<file path="src/rtl/vga_sync_if.sv">
// Bundle between a VGA timing source and the sync decoder: raw sync/blank
// pins plus enable in one direction, recovered position and status back.
interface vga_sync_if #(
  parameter int unsigned CNT_W = 10
);
  logic             en;
  logic             vga_hsync;
  logic             vga_vsync;
  logic             hblank;
  logic             vblank;
  logic [CNT_W-1:0] x;
  logic [CNT_W-1:0] y;
  logic             active;
  logic             line_start;
  logic             frame_start;
  logic [CNT_W-1:0] line_len;
  logic [CNT_W-1:0] frame_lines;
  logic             hsync_err;
  logic             vsync_err;
  logic             locked;

  modport master (
    output en, vga_hsync, vga_vsync, hblank, vblank,
    input  x, y, active, line_start, frame_start, line_len, frame_lines,
           hsync_err, vsync_err, locked
  );

  modport slave (
    input  en, vga_hsync, vga_vsync, hblank, vblank,
    output x, y, active, line_start, frame_start, line_len, frame_lines,
           hsync_err, vsync_err, locked
  );
endinterface

</file>
<file path="src/rtl/vga_sync_decoder.sv">
// Recovers pixel/line position, line and frame lengths and a lock flag from
// sampled VGA sync/blank pins; all outputs are registered and mutually aligned.
module vga_sync_decoder #(
  parameter int unsigned H_TOTAL     = 800,
  parameter int unsigned V_TOTAL     = 525,
  parameter logic        HS_ACTIVE   = 1'b0,
  parameter logic        VS_ACTIVE   = 1'b0,
  parameter int unsigned LOCK_FRAMES = 2,
  parameter int unsigned CNT_W       = 10
) (
  input  logic      clk,
  input  logic      rst,
  vga_sync_if.slave bus
);
  localparam logic [CNT_W-1:0] CNT_MAX   = '1;
  localparam logic [CNT_W-1:0] X_TOUT    = {{(CNT_W-1){1'b1}}, 1'b0};
  localparam logic [CNT_W:0]   ONE_W     = 1;
  localparam logic [CNT_W:0]   H_TOT_W   = H_TOTAL[CNT_W:0];
  localparam logic [CNT_W:0]   V_TOT_W   = V_TOTAL[CNT_W:0];
  localparam logic [3:0]       LOCK_LAST = 4'(LOCK_FRAMES - 1);

  typedef enum logic [1:0] {ST_UNLOCKED, ST_COUNTING, ST_LOCKED} lock_state_e;

  logic             hs_s1_q, hs_s2_q, vs_s1_q, vs_s2_q, hb_s1_q, vb_s1_q;
  logic             active_q, line_start_q, frame_start_q;
  logic             hsync_err_q, vsync_err_q, locked_q;
  logic [CNT_W-1:0] x_q, x_d, y_q, y_d;
  logic [CNT_W-1:0] line_len_q, line_len_d, frame_lines_q, frame_lines_d;
  logic             h_valid_q, h_valid_d, v_valid_q, v_valid_d;
  logic             herr_seen_q, herr_seen_d;
  logic             hs_err_d, vs_err_d, frame_good;
  lock_state_e      state_q, state_d;
  logic [3:0]       good_cnt_q, good_cnt_d;

  logic             ls_det, fs_det;
  logic [CNT_W:0]   x_inc, y_inc;
  logic [CNT_W-1:0] x_sat, y_sat;

  assign ls_det = bus.en & (hs_s1_q == HS_ACTIVE) & (hs_s2_q != HS_ACTIVE);
  assign fs_det = bus.en & (vs_s1_q == VS_ACTIVE) & (vs_s2_q != VS_ACTIVE);

  // One extra bit keeps the length comparison exact once a counter has saturated.
  assign x_inc = {1'b0, x_q} + ONE_W;
  assign y_inc = {1'b0, y_q} + ONE_W;
  assign x_sat = x_inc[CNT_W] ? CNT_MAX : x_inc[CNT_W-1:0];
  assign y_sat = y_inc[CNT_W] ? CNT_MAX : y_inc[CNT_W-1:0];

  always_comb begin
    x_d           = x_q;
    y_d           = y_q;
    line_len_d    = line_len_q;
    frame_lines_d = frame_lines_q;
    h_valid_d     = h_valid_q;
    v_valid_d     = v_valid_q;
    herr_seen_d   = herr_seen_q;
    hs_err_d      = 1'b0;
    vs_err_d      = 1'b0;
    frame_good    = 1'b0;
    state_d       = state_q;
    good_cnt_d    = good_cnt_q;

    if (bus.en) begin
      if (ls_det) begin
        x_d        = '0;
        line_len_d = x_sat;
        hs_err_d   = h_valid_q & (x_inc != H_TOT_W);
        h_valid_d  = 1'b1;
      end else begin
        x_d      = x_sat;
        hs_err_d = (x_q == X_TOUT);
      end

      if (fs_det) begin
        y_d           = '0;
        frame_lines_d = y_sat;
        vs_err_d      = v_valid_q & (y_inc != V_TOT_W);
        v_valid_d     = 1'b1;
      end else if (ls_det) begin
        y_d = y_sat;
      end

      // A line error landing on the closing frame_start belongs to that frame.
      frame_good = fs_det & ~vs_err_d & ~hs_err_d & ~herr_seen_q;
      if (fs_det)        herr_seen_d = 1'b0;
      else if (hs_err_d) herr_seen_d = 1'b1;

      if (hs_err_d | vs_err_d) begin
        state_d    = ST_UNLOCKED;
        good_cnt_d = '0;
      end else if (fs_det) begin
        case (state_q)
          ST_UNLOCKED: if (frame_good) begin
            state_d    = ST_COUNTING;
            good_cnt_d = '0;
          end
          ST_COUNTING: if (frame_good) begin
            good_cnt_d = good_cnt_q + 4'd1;
            if (good_cnt_q == LOCK_LAST) state_d = ST_LOCKED;
          end else begin
            state_d    = ST_UNLOCKED;
            good_cnt_d = '0;
          end
          ST_LOCKED: if (!frame_good) begin
            state_d    = ST_UNLOCKED;
            good_cnt_d = '0;
          end
          default: state_d = ST_UNLOCKED;
        endcase
      end
    end
  end

  always_ff @(posedge clk) begin
    if (rst) begin
      hs_s1_q       <= ~HS_ACTIVE;
      hs_s2_q       <= ~HS_ACTIVE;
      vs_s1_q       <= ~VS_ACTIVE;
      vs_s2_q       <= ~VS_ACTIVE;
      hb_s1_q       <= 1'b0;
      vb_s1_q       <= 1'b0;
      active_q      <= 1'b0;
      line_start_q  <= 1'b0;
      frame_start_q <= 1'b0;
      hsync_err_q   <= 1'b0;
      vsync_err_q   <= 1'b0;
      locked_q      <= 1'b0;
      x_q           <= '0;
      y_q           <= '0;
      line_len_q    <= '0;
      frame_lines_q <= '0;
      h_valid_q     <= 1'b0;
      v_valid_q     <= 1'b0;
      herr_seen_q   <= 1'b0;
      state_q       <= ST_UNLOCKED;
      good_cnt_q    <= '0;
    end else begin
      hs_s1_q       <= bus.vga_hsync;
      hs_s2_q       <= hs_s1_q;
      vs_s1_q       <= bus.vga_vsync;
      vs_s2_q       <= vs_s1_q;
      hb_s1_q       <= bus.hblank;
      vb_s1_q       <= bus.vblank;
      active_q      <= ~hb_s1_q & ~vb_s1_q;
      line_start_q  <= ls_det;
      frame_start_q <= fs_det;
      hsync_err_q   <= hs_err_d;
      vsync_err_q   <= vs_err_d;
      locked_q      <= (state_q == ST_LOCKED);
      x_q           <= x_d;
      y_q           <= y_d;
      line_len_q    <= line_len_d;
      frame_lines_q <= frame_lines_d;
      h_valid_q     <= h_valid_d;
      v_valid_q     <= v_valid_d;
      herr_seen_q   <= herr_seen_d;
      state_q       <= state_d;
      good_cnt_q    <= good_cnt_d;
    end
  end

  assign bus.x           = x_q;
  assign bus.y           = y_q;
  assign bus.active      = active_q;
  assign bus.line_start  = line_start_q;
  assign bus.frame_start = frame_start_q;
  assign bus.line_len    = line_len_q;
  assign bus.frame_lines = frame_lines_q;
  assign bus.hsync_err   = hsync_err_q;
  assign bus.vsync_err   = vsync_err_q;
  assign bus.locked      = locked_q;
endmodule

</file>
<file path="src/flat_wrapper.sv">
// flat-port wrapper written by rule: the top's interface ports become plain ports
module vga_sync_decoder_flat 
#(
  parameter int unsigned H_TOTAL     = 800,
  parameter int unsigned V_TOTAL     = 525,
  parameter logic        HS_ACTIVE   = 1'b0,
  parameter logic        VS_ACTIVE   = 1'b0,
  parameter int unsigned LOCK_FRAMES = 2,
  parameter int unsigned CNT_W       = 10
)
  (clk, rst, bus_en, bus_vga_hsync, bus_vga_vsync, bus_hblank, bus_vblank, bus_x, bus_y, bus_active, bus_line_start, bus_frame_start, bus_line_len, bus_frame_lines, bus_hsync_err, bus_vsync_err, bus_locked);
  vga_sync_if #(.CNT_W(CNT_W)) bus_i ();
  input  logic clk;
  input  logic rst;
  input wire logic [$bits(bus_i.en)-1:0] bus_en;
  input wire logic [$bits(bus_i.vga_hsync)-1:0] bus_vga_hsync;
  input wire logic [$bits(bus_i.vga_vsync)-1:0] bus_vga_vsync;
  input wire logic [$bits(bus_i.hblank)-1:0] bus_hblank;
  input wire logic [$bits(bus_i.vblank)-1:0] bus_vblank;
  output wire logic [$bits(bus_i.x)-1:0] bus_x;
  output wire logic [$bits(bus_i.y)-1:0] bus_y;
  output wire logic [$bits(bus_i.active)-1:0] bus_active;
  output wire logic [$bits(bus_i.line_start)-1:0] bus_line_start;
  output wire logic [$bits(bus_i.frame_start)-1:0] bus_frame_start;
  output wire logic [$bits(bus_i.line_len)-1:0] bus_line_len;
  output wire logic [$bits(bus_i.frame_lines)-1:0] bus_frame_lines;
  output wire logic [$bits(bus_i.hsync_err)-1:0] bus_hsync_err;
  output wire logic [$bits(bus_i.vsync_err)-1:0] bus_vsync_err;
  output wire logic [$bits(bus_i.locked)-1:0] bus_locked;
  assign bus_i.en = bus_en;
  assign bus_i.vga_hsync = bus_vga_hsync;
  assign bus_i.vga_vsync = bus_vga_vsync;
  assign bus_i.hblank = bus_hblank;
  assign bus_i.vblank = bus_vblank;
  assign bus_x = bus_i.x;
  assign bus_y = bus_i.y;
  assign bus_active = bus_i.active;
  assign bus_line_start = bus_i.line_start;
  assign bus_frame_start = bus_i.frame_start;
  assign bus_line_len = bus_i.line_len;
  assign bus_frame_lines = bus_i.frame_lines;
  assign bus_hsync_err = bus_i.hsync_err;
  assign bus_vsync_err = bus_i.vsync_err;
  assign bus_locked = bus_i.locked;
  vga_sync_decoder #(.H_TOTAL(H_TOTAL), .V_TOTAL(V_TOTAL), .HS_ACTIVE(HS_ACTIVE), .VS_ACTIVE(VS_ACTIVE), .LOCK_FRAMES(LOCK_FRAMES), .CNT_W(CNT_W)) u_core (.clk(clk), .rst(rst), .bus(bus_i));
endmodule
</file>
<file path="config.mk">
export PLATFORM = sky130hd
export DESIGN_NAME = vga_sync_decoder_flat
export DESIGN_NICKNAME = d
export VERILOG_FILES = /design/src/rtl/vga_sync_if.sv /design/src/rtl/vga_sync_decoder.sv /design/src/flat_wrapper.sv
export SDC_FILE = /design/constraint.sdc
export NUM_CORES = 1
export LEC_CHECK = 0
export CAP_MARGIN = 25
export CELL_PAD_IN_SITES_DETAIL_PLACEMENT = 0
export CELL_PAD_IN_SITES_GLOBAL_PLACEMENT = 1
export CORE_ASPECT_RATIO = 0.8
export CORE_UTILIZATION = 42
export CTS_CLUSTER_SIZE = 16
export DETAILED_ROUTE_END_ITERATION = 10
export PLACE_DENSITY = 0.91
export SLEW_MARGIN = 10
export SYNTH_ARGS = -nofsm -noshare
export SYNTH_HDL_FRONTEND = slang
export SYNTH_SLANG_ARGS = --single-unit
</file>
<file path="constraint.sdc">
create_clock -name clk -period 5.3 [get_ports clk]
set_input_delay 0.53 -clock clk [delete_from_list [all_inputs] [get_ports clk]]
set_output_delay 0.53 -clock clk [all_outputs]
set_load 0.01 [all_outputs]
</file>
==> results of run 1 <==
power groups by stage:
stage,clock (mW),sequential [mW],combinational [mW]
final,0.437,0.483,0.0850
after CTS,0.452,0.483,0.0851
after global placement,0,0.493,0.0831
after global routing,0.474,0.485,0.0934
after detailed placement,0,0.493,0.0847
after floorplan,0,0.494,0.0475
state kept, by name (all words and copies together), names as in the netlist, 2 cells and up:
signal                  count
u_core.good_cnt_q           4
u_core.bus.x               10
u_core.bus.frame_lines     10
u_core.bus.line_len        10
u_core.bus.y               10
u_core.state_q              2
kinds of logic (layout without fill, tap and decap cells):
kind of cell | count (synthesis) | after routing
buffers and inverters | 35 | 82
and+or+nand+nor | 141 | 141
adders and majority gates | 10 | 10
muxes | 8 | 8
xor gates and xnor gates | 10 | 10
DFF | 61 | 61
AOI/OAI and AO/OA | 81 | 81
area by class of cell:
type                       instances  area share, %
clock buffer                      12           3.60
clock inverter                     4           1.93
inverter                           9          0.901
multi-input combinational        250           43.2
sequential                        61           32.6
tap                               87           2.90
timing repair buffer              57           14.9
how the worst max path moves through the flow:
stage | from | end | slack, ns | cells after the start
6_report | bus_en | u_core.state_q[0] | 2.48 | 8
5_1_grt | bus_en | u_core.state_q[0] | 2.22 | 8
4_1_cts | bus_en | u_core.state_q[0] | 2.48 | 8
3_5_place_dp | bus_en | u_core.state_q[0] | 2.13 | 8
3_3_place_gp | bus_en | u_core.state_q[0] | 2.21 | 8
2_1_floorplan | u_core.bus.y[0] | u_core.good_cnt_q[1] | 3.16 | 8
placed cells by master, fill, tap and decap left out, types with 2 or more instances in the layout:
master            n
dfxtp_1          61
clkdlybuf4s50_1  52
nor2_1           49
a21oi_1          26
nand2_1          21
nand3_1          17
a211oi_1         16
a311oi_1         12
ha_1             10
inv_1             9
clkbuf_8          9
nand2b_1          8
xnor2_1           8
mux2i_1           7
nor3_1            6
nand4_1           6
and3_1            5
nor2b_1           5
buf_4             5
nand3b_1          4
o21ai_0           4
or2_2             4
o22ai_1           3
and2_1            3
a22o_1            3
clkbuf_1          3
nor3b_2           2
and4_1            2
xor2_1            2
a31oi_1           2
a221oi_2          2
o21ai_1           2
o211ai_1          2
bufinv_16         2
worst max-delay path, delay by kind of cell:
kind	cells	cell delay [ns]
simple gates	2	0.40
compound gates	2	0.48
buf+inv	3	1.45
mux	1	0.22
per-layer routing:
| metal | wire length [um] | vias to the layer above | track usage [%] |
|---|---|---|---|
| li1 | - | 1331 | - |
| met5 | 0 | - | 0 |
| met3 | 383 | 11 | 7.84 |
| met2 | 3100 | 76 | 29.6 |
| met4 | 106 | 0 | 6.27 |
| met1 | 3230 | 1179 | 26.6 |
==> impl_metrics.csv, run 1 <==
group,metric,value,unit
synthesis,synthMuxAreaShare,2.74,%
outcome,outcome,"finished, final reports clean",
setup_path,cp-start-kind,"input pin",
power,combPwrFrac,8.5,%
synthesis,synthSimpleGateAreaFrac,24.4,%
worst_hold_path,hold_end,"u_core.bus.active",
global_route,grt-ovfl-total,0,
route,drc,0,
power,ir_drop,0.196,mV
cts,cts_resized,0,
global_route,grt_pass1_wl,11300,um
synthesis,synthTopCellsByArea,"dfxtp_1 (41%), nor2_1 (6.2%), a21oi_1 (4.4%)",
synthesis,syn_nets,363,
final_layout,layout-drive-gt1-share,8.65,%
cts,holdBufCountCts,0,
timing,setup_ws,2.48,ns
timing,clock.fmax,355,MHz
placement,dpl-instance-area,3540,um^2
global_route,antenna_found_initial,0,
power,powerDensity,268,nW/um^2
timing,slew_headroom,56.4,%
cts,cts.sink_count,61,
final_layout,post-route-cell-area,3750,um^2
floorplanning,dieWidth,96.0,um
timing,skew,0.00380,ns
final_layout,multi_input_area,1620,um^2
setup_path,r2r_start,"u_core.bus.x[0]",
power,cellLeakagePower,1.29,nW
route,drt-total-wl,6820,um
synthesis,syn_inst,346,
worst_hold_path,hp-class,"reg2reg",
route,firstDrtPassIters,4,
setup_path,end_kind,"flip-flop",
placement,place.gp.congestion,0.890,
route,drt-initial-drc-count,207,
synthesis,yosysWarnings,0,
cts,htreeDepth,3,
placement,pre_cts_ws,2.13,ns
global_route,grt_usage,20.1,%
synthesis,yosysTopAreaCellShare,41.1,%
placement,hpwl,4740,um
cts,cts_root_buf,"clkbuf_8",
global_route,grt_pass1_vias,2369,
setup_path,r2r_cells,6,
job,maxCapViolations,0,
synthesis,ys_types,50,
timing,tightest_slew,0.652,ns
route,vias,2597,
synthesis,synth_common_cells,"dfxtp_1 (61), nor2_1 (49), a21oi_1 (26)",
global_route,grt_max_degree,50,
setup_path,r2r-end,"u_core.bus.x[3]",
synthesis,syn_area,2970,um^2
timing,finalCritPeriodShare,53.2,%
floorplanning,core,6860,um^2
final_layout,layoutNonFillerInstCount,480,
synthesis,synth_fa_ha_area_share,4.21,%
synthesis,synth_flop_cell,"dfxtp_1",
cts,cts_tree,"yes",
setup_path,max_stage_delay,0.89,ns
setup_path,critical_path_class,"in2reg",
power,switchingPower,0.229,mW
synthesis,synthArstFlopShare,0,%
timing,period_minus_slack,2.82,ns
cts,numCtsBuffers,9,
power,seqPwrFrac,48.1,%
floorplanning,rows,27,
floorplanning,die-height,77.2,um
timing,setup_viol_count_final,0,
floorplanning,initial_core_util,43.3,%
synthesis,yosys_register_bits,61,
cts,postCtsSetupBuffers,0,
placement,portBuffers,52,
timing,rsz0062_at_grt,"false",
route,routed_via_density,5.41,
setup_path,reg2reg_slack,2.88,ns
route,wire_per_inst,14.2,um
synthesis,synth_compound_area_share,19.9,%
timing,finalMaxSlewViolations,0,
timing,tns,0,ns
synthesis,ys_seq_area_share,41.1,%
synthesis,synth_top_family_by_area,"simple AND/OR/NAND/NOR gates",
route,antenna_left,0,
timing,whs,0.391,ns
final_layout,syn2layout_area_growth,26.3,%
placement,placed_cells,463,
timing,hold_viol,0,
final_layout,seqCellArea,1220,um^2
synthesis,synth.avg_cell_area,8.58,um^2
power,internal_power,0.776,mW
cts,clk_pin_slew,0.06,ns
power,clkPwrFrac,43.5,%
cts,clock_path_buffers,2,
cts,worstSkewPairLatency,0.34,ns
power,swShare,22.8,%
setup_path,cp_max_fo,29,
setup_path,crit_chain,"clkdlybuf4s50_1, inv_1, nor3b_2, buf_4, a22o_1, nand3_1, o21ai_1, mux2i_1",
final_layout,num-fill-cells,658,
setup_path,crit_required,5.57,ns
power,power,1.00,mW
worst_hold_path,hp-start,"u_core.hb_s1_q",
final_layout,insertedDiodeCount,0,
worst_hold_path,whs_path_depth,1,
setup_path,arrival,3.09,ns
synthesis,synth_edf_count,0,
synthesis,yosysMostFrequentCell,"dfxtp_1",
final_layout,final_util,54.7,%
synthesis,synth_top_cell_by_area,"dfxtp_1",
final_layout,nets,405,
floorplanning,fp.dieArea,7410,um^2
setup_path,crit_path_top_delay_cell,"clkdlybuf4s50_1",
floorplanning,ios,53,
synthesis,post_synth_xor_area_fraction,2.95,%
(Power assumes the default switching activity.)
==> run 2: changes to the inputs <==
Settings changed: CORE_UTILIZATION 42 to 39, PLACE_DENSITY 0.91 to 0.86.
Clock period 5.3 ns to 2.72 ns, I/O delays scaled along.
==> run 2 against run 1 <==
  * Routed wire length grew 3.8%
  * Final area grew 3.1%
  * Global-route usage shrank 0.87 points
  * Clock-buffer cell count is the same
  * Combinational power grew 110%
  * Register-to-register slack lost 2.5 ns
  * Clock skew grew 0.0067 ns
  * Sequential cell count is the same
  * Worst hold slack lost 0.0096 ns
  * Critical path depth shrank 1
==> impl_metrics.csv, run 2 (synthesized netlist as in run 1, its figures left out) <==
group,metric,value,unit
global_route,grt_use_met1,25.6,%
route,drt-total-wl,7080,um
timing,tightest_slew,0.538,ns
placement,portBuffers,52,
final_layout,layout-drive-gt1-share,10.7,%
cts,clock_path_buffers,2,
timing,finalCritPeriodShare,87.0,%
floorplanning,rows,28,
setup_path,end_kind,"flip-flop",
final_layout,syn2layout_area_growth,30.2,%
timing,period_minus_slack,2.37,ns
timing,skew,0.0105,ns
global_route,grt_pass1_wl,11800,um
timing,slew_headroom,64.1,%
timing,setup_ws,0.355,ns
global_route,antenna_found_initial,0,
placement,place.gp.congestion,0.803,
setup_path,critical_path_class,"reg2reg",
route,routed_via_density,5.25,
setup_path,arrival,2.62,ns
final_layout,insertedDiodeCount,0,
cts,cts.sink_count,61,
final_layout,nets,413,
final_layout,layout_commonest_cell,"dfxtp_1",
worst_hold_path,hp-class,"reg2reg",
floorplanning,die-height,80.1,um
placement,pre_cts_ws,0.381,ns
cts,cts_resized,0,
floorplanning,core,7390,um^2
timing,rsz0062_at_grt,"false",
route,drc,0,
global_route,grtUsageMet3,6.18,%
route,drt-initial-drc-count,154,
cts,numCtsBuffers,9,
power,powerDensity,542,nW/um^2
job,maxCapViolations,0,
timing,setup_viol_count_final,0,
setup_path,cp_max_fo,9,
route,vias,2656,
route,firstDrtPassIters,4,
timing,whs,0.381,ns
global_route,grt_pass1_vias,2424,
timing,finalMaxSlewViolations,0,
global_route,grt_max_degree,32,
cts,holdBufCountCts,0,
floorplanning,fp.dieArea,7970,um^2
cts,cts_tree,"yes",
global_route,met2_usage,29.4,%
cts,worstSkewPairLatency,0.34,ns
final_layout,num-fill-cells,684,
outcome,outcome,"finished, final reports clean",
global_route,gr-max-usage-layer,"met2",
floorplanning,dieWidth,99.6,um
power,power,2.10,mW
timing,clock.fmax,423,MHz
cts,cts_root_buf,"clkbuf_8",
setup_path,cp-start-kind,"flip-flop",
global_route,grt_usage,19.2,%
route,antenna_left,0,
cts,postCtsSetupBuffers,0,
power,ir_drop,0.483,mV
route,wire_per_inst,14.0,um
timing,tns,0,ns
global_route,grt-ovfl-total,0,
cts,clk_pin_slew,0.07,ns
power,cellLeakagePower,1.35,nW
setup_path,crit_required,2.98,ns
timing,hold_viol,0,
placement,hpwl,4980,um
final_layout,mostFrequentLayoutCells,"dfxtp_1 (61), clkdlybuf4s50_1 (52), nor2_1 (49), a21oi_1 (26), nand2_1 (21)",
floorplanning,ios,53,
final_layout,final_util,52.3,%
cts,htreeDepth,3,
floorplanning,initial_core_util,40.2,%
-- run 2: changes by cell type in the layout (fill, tap and decap cells not counted), sizes merged --
cell	change
buf	+8
bufinv	+1
clkinvlp	-1
-- run 2: area by class of cell --
class	instances	area [um^2]	share of cell area (%)
Clock buffer	12	145	3.75
Clock inverter	4	95.1	2.46
Inverter	9	33.8	0.874
Multi-Input combinational cell	250	1620	41.9
Sequential cell	61	1220	31.6
Tap cell	105	131	3.40
Timing Repair Buffer	65	618	16.0
-- run 2: path summary, 6_finish.rpt --
path	start	endpoint	slack (ns)	depth (start not counted)
worst max register to register	u_core.bus.y[0]	u_core.good_cnt_q[1]	0.35	7
worst min-delay path	u_core.vb_s1_q	u_core.bus.active	0.38	1
worst min register to register	u_core.vb_s1_q	u_core.bus.active	0.38	1
worst max-delay path	u_core.bus.y[0]	u_core.good_cnt_q[1]	0.35	7
-- run 2: power breakdown --
group	total, mW	switching [mW]	internal [mW]
sequential	0.936	0.0183	0.918
combinational	0.177	0.0926	0.0840
clock	0.982	0.349	0.633
total	2.10	0.460	1.64
-- run 2: stage by stage --
stage | instances | area (um^2)
final | 506 | 3870
after global routing | 506 | 3870
after CTS | 506 | 3870
after detailed placement | 490 | 3630
after global placement | 490 | 3630
after floorplan | 346 | 2970
-- run 2: worst max-delay path, stage by stage, from the launching register on --
cell and delay [ns]:
dfxtp_1 0.46, ha_1 0.37, nand3_1 0.21, nor4b_4 0.33, o221ai_2 0.20, a221oi_4 0.40
nand4_1 0.16, o22ai_1 0.16
-- run 2: routing by layer --
layer	vias to the layer above	wire length, um
met5	-	0
met4	0	56
met3	5	293
met2	68	3140
met1	1237	3600
li1	1346	-
